`config.mk`:
```
export PLATFORM = sky130hd
export DESIGN_NAME = flick_check_gen_flat
export DESIGN_NICKNAME = d
export VERILOG_FILES = /design/src/rtl/flick_check_gen_if.sv /design/src/rtl/flick_check_gen.sv /design/src/flat_wrapper.sv
export SDC_FILE = /design/constraint.sdc
export NUM_CORES = 1
export LEC_CHECK = 0
export ABC_AREA = 1
export BUFFER_PORTS_ARGS = -buffer_cell sky130_fd_sc_hd__buf_4
export CAP_MARGIN = 20
export CORE_MARGIN = 1.5
export CORE_UTILIZATION = 30
export CTS_BUF_LIST = sky130_fd_sc_hd__clkbuf_8
export CTS_CLUSTER_SIZE = 25
export DETAILED_ROUTE_END_ITERATION = 6
export GPL_TIMING_DRIVEN = 0
export PLACE_DENSITY_LB_ADDON = 0.3
export SLEW_MARGIN = 20
export SYNTH_ARGS = -nofsm -noshare
export SYNTH_HDL_FRONTEND = slang
export SYNTH_SLANG_ARGS = --single-unit
```
`constraint.sdc`:
```
create_clock -name clk -period 2.3 [get_ports clk]
set_input_delay 0.115 -clock clk [delete_from_list [all_inputs] [get_ports clk]]
set_output_delay 0.115 -clock clk [all_outputs]
set_load 0.05 [all_outputs]
```
`src/rtl/flick_check_gen_if.sv`:
```
// Button/mode stimulus bus between the flick/check generator and the mode sequencer.
// The slave side (the generator) drives the check strobe, the flick level and the debounced button.
interface flick_check_gen_if;
    logic       btn_raw;
    logic [2:0] mode;
    logic       check;
    logic       flick;
    logic       btn_level;

    modport master (
        output btn_raw,
        output mode,
        input  check,
        input  flick,
        input  btn_level
    );

    modport slave (
        input  btn_raw,
        input  mode,
        output check,
        output flick,
        output btn_level
    );
endinterface

```
`src/rtl/flick_check_gen.sv`:
```
// Synchronises and debounces the push-button, classifies presses as flicks and
// generates the mode-dependent check strobe sampled by the mode sequencer.
module flick_check_gen #(
    parameter int DEB_CYCLES   = 4,
    parameter int FLICK_MAX    = 20,
    parameter int TICK_DIV     = 10,
    parameter int PERIOD_TICKS = 5
) (
    input  logic             clk,
    input  logic             rst,
    flick_check_gen_if.slave bus
);
    localparam int DW = $clog2(DEB_CYCLES) + 1;
    localparam int PW = $clog2(FLICK_MAX + 1) + 1;
    localparam int TW = $clog2(TICK_DIV) + 1;
    localparam int IW = $clog2(PERIOD_TICKS) + 1;

    localparam logic [DW-1:0] DEB_LAST    = DW'(DEB_CYCLES - 1);
    localparam logic [PW-1:0] FLICK_LIM   = PW'(FLICK_MAX);
    localparam logic [PW-1:0] PRESS_SAT   = PW'(FLICK_MAX + 1);
    localparam logic [TW-1:0] TICK_LAST   = TW'(TICK_DIV - 1);
    localparam logic [IW-1:0] PERIOD_LAST = IW'(PERIOD_TICKS - 1);

    logic          sync1_reg;
    logic          sync2_reg;
    logic          btn_level_reg;
    logic          level_prev_reg;
    logic [DW-1:0] deb_cnt_reg;
    logic [PW-1:0] press_cnt_reg;
    logic          flick_pend_reg;
    logic          check_reg;
    logic [2:0]    mode_q;
    logic [TW-1:0] pre_cnt_reg;
    logic [IW-1:0] int_cnt_reg;

    logic          deb_hit;
    logic          flick_event;
    logic          mode_change;
    logic          periodic;
    logic          tick;
    logic [TW-1:0] pre_base;
    logic [IW-1:0] int_base;
    logic [TW-1:0] pre_next;
    logic [IW-1:0] int_next;
    logic          check_next;

    assign deb_hit     = (sync2_reg != btn_level_reg) && (deb_cnt_reg == DEB_LAST);
    assign flick_event = level_prev_reg && !btn_level_reg && (press_cnt_reg <= FLICK_LIM);
    assign mode_change = (bus.mode != mode_q);
    assign periodic    = (bus.mode != 3'd0) && (bus.mode <= 3'd5);

    // A mode change restarts the timer as if from reset: the changing edge counts as the first cycle.
    always_comb begin
        pre_base   = mode_change ? '0 : pre_cnt_reg;
        int_base   = mode_change ? '0 : int_cnt_reg;
        tick       = (pre_base == TICK_LAST);
        pre_next   = '0;
        int_next   = '0;
        check_next = 1'b0;
        if (periodic) begin
            pre_next = tick ? '0 : pre_base + 1'b1;
            if (tick)
                int_next = (int_base == PERIOD_LAST) ? '0 : int_base + 1'b1;
            else
                int_next = int_base;
            check_next = tick && (int_base == PERIOD_LAST);
        end else if (bus.mode == 3'd0) begin
            check_next = flick_pend_reg && !check_reg;
        end
    end

    always_ff @(posedge clk or posedge rst) begin
        if (rst) begin
            sync1_reg      <= 1'b0;
            sync2_reg      <= 1'b0;
            btn_level_reg  <= 1'b0;
            level_prev_reg <= 1'b0;
            deb_cnt_reg    <= '0;
            press_cnt_reg  <= '0;
            flick_pend_reg <= 1'b0;
            check_reg      <= 1'b0;
            mode_q         <= 3'd0;
            pre_cnt_reg    <= '0;
            int_cnt_reg    <= '0;
        end else begin
            sync1_reg <= bus.btn_raw;
            sync2_reg <= sync1_reg;

            if (sync2_reg != btn_level_reg) begin
                if (deb_hit) begin
                    btn_level_reg <= !btn_level_reg;
                    deb_cnt_reg   <= '0;
                end else begin
                    deb_cnt_reg <= deb_cnt_reg + 1'b1;
                end
            end else begin
                deb_cnt_reg <= '0;
            end
            level_prev_reg <= btn_level_reg;

            // Counts every cycle the debounced level is high, including the cycle it falls.
            if (deb_hit && !btn_level_reg)
                press_cnt_reg <= '0;
            else if (btn_level_reg && (press_cnt_reg != PRESS_SAT))
                press_cnt_reg <= press_cnt_reg + 1'b1;

            // A new flick beats the clear so it is carried into the next interval.
            if (flick_event)
                flick_pend_reg <= 1'b1;
            else if (check_reg)
                flick_pend_reg <= 1'b0;

            check_reg   <= check_next;
            mode_q      <= bus.mode;
            pre_cnt_reg <= pre_next;
            int_cnt_reg <= int_next;
        end
    end

    assign bus.check     = check_reg;
    assign bus.flick     = flick_pend_reg;
    assign bus.btn_level = btn_level_reg;
endmodule

```
`src/flat_wrapper.sv`:
```
// flat-port wrapper written by rule: the top's interface ports become plain ports
module flick_check_gen_flat 
#(
    parameter int DEB_CYCLES   = 4,
    parameter int FLICK_MAX    = 20,
    parameter int TICK_DIV     = 10,
    parameter int PERIOD_TICKS = 5
)
  (clk, rst, bus_btn_raw, bus_mode, bus_check, bus_flick, bus_btn_level);
  flick_check_gen_if bus_i ();
  input  logic clk;
  input  logic rst;
  input wire logic [$bits(bus_i.btn_raw)-1:0] bus_btn_raw;
  input wire logic [$bits(bus_i.mode)-1:0] bus_mode;
  output wire logic [$bits(bus_i.check)-1:0] bus_check;
  output wire logic [$bits(bus_i.flick)-1:0] bus_flick;
  output wire logic [$bits(bus_i.btn_level)-1:0] bus_btn_level;
  assign bus_i.btn_raw = bus_btn_raw;
  assign bus_i.mode = bus_mode;
  assign bus_check = bus_i.check;
  assign bus_flick = bus_i.flick;
  assign bus_btn_level = bus_i.btn_level;
  flick_check_gen #(.DEB_CYCLES(DEB_CYCLES), .FLICK_MAX(FLICK_MAX), .TICK_DIV(TICK_DIV), .PERIOD_TICKS(PERIOD_TICKS)) u_core (.clk(clk), .rst(rst), .bus(bus_i));
endmodule
```
**Word level (Yosys, flattened, before mapping)**

Index checks and enable logic that the tools add are counted.

- Bits in registers: 27
- Input bits: 6
- Output and inout port bits: 3
- Logic and storage cells: 53

- Add/sub/neg operators: 4
- $lt $le $gt $ge: 2
- Equal/unequal tests: 6
- Muxes and demuxes: 15
- Reduce and logical (&&, ||, !) cells: 15

Operators with widths:

| kind | count |
|---|---|
| $mux 4 | 4 |
| $mux 5 | 3 |
| $mux 6 | 2 |
| $logic_and 1x1->1 | 8 |
| $add 6x1->6 const B | 1 |
| $le 6x5->1 const B | 1 |
| $mux 3 | 2 |
| $ne 6x5->1 const B | 1 |
| $add 5x1->5 const B | 1 |
| $eq 5x4->1 const B | 1 |
| $add 4x1->4 const B | 1 |
| $eq 4x3->1 const B | 1 |
| $mux 1 | 4 |
| $reduce_bool 2->1 | 2 |
| $add 3x1->3 const B | 1 |
| $eq 3x2->1 const B | 1 |
| $le 3x3->1 const B | 1 |
| $logic_not 3->1 | 1 |
| $ne 3x3->1 | 1 |
| $reduce_bool 3->1 | 1 |
| $logic_not 1->1 | 2 |
| $reduce_and 2->1 | 1 |
| $ne 1x1->1 | 1 |

**Logic depth before layout (Yosys ltp)**

- Word-level depth: 6
- Gate-level depth with buffers: 14
- Mapped depth without buffers: 14

**Worst setup path after synthesis**

OpenSTA, ideal clock, no wires.

- Kind: register -> register
- Start: register u_core.mode_q[2]
- End: register u_core.int_cnt_reg[2]
- Setup time: 73 ps
- Data arrival time: 1508 ps
- Data required time: 2227 ps
- Setup slack: 719 ps
- Cell stages (with the launch flop): 13
- Path buffers: 0
- Period minus slack after synthesis: 1581 ps
- Cell sequence: dfrtp_1 > xnor2_2 > nand3_2 > nor2_2 > inv_2 > ha_1 > nand2_1 > inv_1 > nand3_2 > inv_1 > nand2_1 > nand2_1 > a21oi_2

- Cells in the longest elaborated chain, start to end: 6
- Elaborated cells between the ends (all ways): 9
- Those cells by class: add/sub (1); eq/ne (3); mux (5)

Ends and longest elaborated chain:

| element | RTL line | text |
|---|---|---|
| start: declaration | flick_check_gen.sv:32 | `logic [2:0] mode_q;` |
| start signal: assignment | flick_check_gen.sv:114 | `mode_q <= bus.mode;` |
| $ne 3x3->1 * | flick_check_gen.sv:49 | `assign mode_change = (bus.mode != mode_q);` |
| $mux 4 | flick_check_gen.sv:55 | `int_base = mode_change ? '0 : int_cnt_reg;` |
| $add 4x1->4 / $eq 4x3->1 (equally long branches) | flick_check_gen.sv:63 | `int_next = (int_base == PERIOD_LAST) ? '0 : int_base + 1'b1;` |
| $mux 4 | flick_check_gen.sv:63 |  |
| $mux 4 * | flick_check_gen.sv:62 | `if (tick)` |
| $mux 4 * | flick_check_gen.sv:60 | `if (periodic) begin` |
| named net u_core.int_next[2] | flick_check_gen.sv:44 | `logic [IW-1:0] int_next;` |
| end signal: assignment | flick_check_gen.sv:116 | `int_cnt_reg <= int_next;` |
| end: declaration | flick_check_gen.sv:34 | `logic [IW-1:0] int_cnt_reg;` |

Mark *: on every way through the listed nets, which the timed path passes. The rest lies on a longest branch.
A chain may end at the register's enable or synchronous reset.

**Worst setup path after layout**

- Start: input port bus_mode[0]
- End: register u_core.int_cnt_reg[2]

- Cells in the longest elaborated chain, start to end: 6
- Elaborated cells between the ends (all ways): 12
- Those cells by class: add/sub (1); order compare (1); eq/ne (3); mux (5); reduce/logical (2)

Ends and longest elaborated chain:

| element | RTL line | text |
|---|---|---|
| start: declaration | flat_wrapper.sv:14 | `input wire logic [$bits(bus_i.mode)-1:0] bus_mode;` |
| $ne 3x3->1 | flick_check_gen.sv:49 |  |
| $mux 4 | flick_check_gen.sv:55 |  |
| $add 4x1->4 / $eq 4x3->1 (equally long branches) | flick_check_gen.sv:63 |  |
| $mux 4 | flick_check_gen.sv:63 |  |
| $mux 4 | flick_check_gen.sv:62 |  |
| $mux 4 * | flick_check_gen.sv:60 |  |
| named net u_core.int_next[2] | flick_check_gen.sv:44 |  |

Marks and branches as above.

==> key figures <==
Timing
  • Slew HR: 62.1%
  • Post-layout min period: 1.90 ns
  • Fmax: 0.526 GHz
  • Clock Skews: 0.00447 ns
  • Final setup margin: 0.399 ns
  • Tcrit/Tclk final: 82.7%
  • Slew @ Worst Pin: 0.568 ns
  • Sum of negative setup slack: 0 ns
  • Max Slew Vio Count: 0
  • Hold Fails Final Rpt: 0
  • RSZ-0062 raised after global routing: false
  • Final setup fails: 0

Floorplan
  • Die Y: 71.9 um
  • Die footprint: 5170 sq um
  • Width of the chip: 71.9 um
  • Top-level port count: 9
  • # rows: 24
  • Initial Utilization: 31.8%
  • Placeable Area: 4470 sq um

Place
  • Pre-CTS WS: 0.496 ns
  • Port bufs: 8
  • Placer Congestion: 0.751
  • Post-DP HPWL: 1810 um

Logic synthesis
  • Count of flip-flops with a built-in enable after synthesis: 0
  • Synthesized area: 1420 sq um
  • Post-synth top flop: dfrtp_1
  • Yosys cell types: 24
  • Synth async-reset ratio: 100%
  • Avg Cell Area, Syn: 8.18 sq um
  • #FFs+latches synth: 27
  • Sequential share of the synthesized area: 47.5%
  • Synth warnings: 0
  • Syn Inst Count: 174
  • Synthesized Nets: 187

Finish
  • # fillers: 445
  • Area Growth Syn to Fin: 15.7%
  • Register area: 676 sq um
  • Max reg flops: 6
  • Commonest non-fill, non-tap cells in the layout: nand2_1, inv_1, dfrtp_1
  • Area of the multi-input gates: 624 sq um
  • N_diodes: 0
  • Commonest non-fill, non-tap cell in the layout: nand2_1
  • Fin nets: 205
  • Layout cell share with drive strength beyond 1: 13.6%

Setup path
  • CP Launch Point: bus_mode[0]
  • Critical Path End: u_core.int_cnt_reg[2]$_DFF_PP0_
  • CP startpoint kind: input port
  • Worst path most repeated cell: nand2_1
  • CP peak stage delay: 0.53 ns
  • Worst setup path category: input port to flip-flop
  • CP max-delay cell: dlygate4sd3_1
  • Kind of end point of the critical path: flip-flop
  • Flop2flop setup slack: 0.50 ns
  • Critical path, cell by cell: dlygate4sd3_1 > buf_4 > inv_1 > nand2_1 > nand2_1 > nand3_2 > nor2_2 > inv_2 > ha_1 > nand2_1 > inv_1 > nand3_2 > inv_1 > nand2_1 > nand2_1 > a21oi_2
  • Critical R2R Launch: u_core.mode_q[2]$_DFF_PP0_
  • Worst Path Max Fanout: 5
  • Crit path required time: 2.51 ns
  • Buf/Inv on CP: 6
  • Critical Path AT: 2.11 ns
  • Worst path top cell family by delay: buffers and inverters
  • Crit path depth: 16
  • Worst-case reg-to-reg path depth: 12
  • Worst R2R End: u_core.int_cnt_reg[2]$_DFF_PP0_

Detailed routing
  • First-iteration detailed-routing DRC count: 25
  • Post-route ant nets: 0
  • WL per Instance: 9.74 um
  • Drt pass-1 iters: 4
  • DRC Markers: 0
  • Vias: 1086
  • Via/cell ratio: 4.47
  • Post-Route WL: 2370 um

Clocking
  • Clock transition at the registers of the reported paths: 0.09 ns
  • Gates resized, CTS repair: 0
  • CTS buffer count: 3
  • CTS tree: done
  • Skew-Pair Late Insertion Delay: 0.27 ns
  • Clk buf depth: 2
  • Clk sinks: 27
  • Htree depth: 1
  • Clock root buffer: clkbuf_8

Power and ir drop
  • Static leakage: 0.858 nW
  • Pwr Density: 789 nW/um^2
  • Worst vdd ir: 0.502 mV

Hold path
  • HP Class: flip-flop to flip-flop
  • Worst Hold Path Cells: 0

Global route
  • Pin count of the biggest net entering global routing: 28
  • GRT Total Usage: 10.7%
  • Initial antenna violation count: 0
  • Total grt overflow: 0
  • First-pass GRT wire length: 4420 um
  • Vias in the first global route: 1034

Run
  • Max Cap Viol: 0

Status
  • Outcome: complete, no violations
## final cells by class
class,count,area share (%)
multi-input cells,114,37.9
flip-flops and latches,27,41.0
well taps,52,3.95
clock buffers,3,2.51
clock inverters,1,0.456
inverters,33,7.52
repair buffers,13,6.68
## kinds of logic after synthesis
family | synth area share [%]
AO/OA/AOI/OAI | 7.21
buffers and inverters | 8.70
AND/OR/NAND/NOR | 26.9
XOR/XNOR | 3.60
adder cells (fa/ha/maj) | 6.15
flip-flops | 47.5
## worst min-delay path by stage
stage,startpoint,to,slack (ns)
2_1_floorplan,bus_mode[0],u_core.mode_q[0]$_DFF_PP0_,0.15
3_3_place_gp,bus_btn_raw,u_core.sync1_reg$_DFF_PP0_,0.23
3_5_place_dp,bus_btn_raw,u_core.sync1_reg$_DFF_PP0_,0.23
4_1_cts,rst,u_core.pre_cnt_reg[0]$_DFF_PP0_,0.12
5_1_grt,u_core.sync1_reg$_DFF_PP0_,u_core.sync2_reg$_DFF_PP0_,0.36
6_report,u_core.sync1_reg$_DFF_PP0_,u_core.sync2_reg$_DFF_PP0_,0.36
## per-layer routing
metal  global-route usage [%]  vias to the layer above  wire (um)
li1                         -                      577          -
met1                     13.6                      495       1170
met2                     18.0                       12       1100
met3                     3.33                        2         82
met4                     2.52                        0         18
met5                        0                        -          0
## worst register-to-register path: stages (launching register included)
cell and delay (ns):
dfrtp_1 0.42, xnor2_2 0.21, nand3_2 0.17, nor2_2 0.16, inv_2 0.06, ha_1 0.19, nand2_1 0.07, inv_1 0.05
nand3_2 0.07, inv_1 0.04, nand2_1 0.08, nand2_1 0.10, a21oi_2 0.12
## repair_timing
item,CTS,global route
hold buffers,4,1
endpoints found under the hold margin,4,27
buffers inserted,0,0
## cells in the mapped netlist, types with 2 or more instances
library cell	count	area, sq um
nand2_1	39	146
ha_1	7	87.6
inv_1	31	116
nor3_1	5	25.0
a21oi_1	5	25.0
nor2_2	3	18.8
nand3_1	7	35.0
o21ai_0	5	25.0
xnor2_1	2	17.5
xor2_1	2	17.5
nand4_1	6	37.5
nand3_2	2	20.0
dfrtp_1	27	676
nor2_1	22	82.6
inv_2	2	7.51
## through the flow
step	total power, W	instances	instance area, sq um	util (%)	hold slack (ns)
2_1_floorplan	0.000935	174	1420	-	0.146
3_3_place_gp	0.00104	234	1550	34.6	0.226
3_5_place_dp	0.00104	234	1550	34.6	0.225
4_1_cts	0.00133	242	1640	36.6	0.122
5_1_grt	0.00142	243	1650	36.8	0.364
6_report	0.00130	243	1650	36.8	0.356
## power by group
part	internal, W	switching [W]
combinational	0.000141	0.000243
clock	0.000123	0.000146
sequential	0.000565	0.0000831
total	0.000829	0.000472
(Power assumes the default switching activity.)
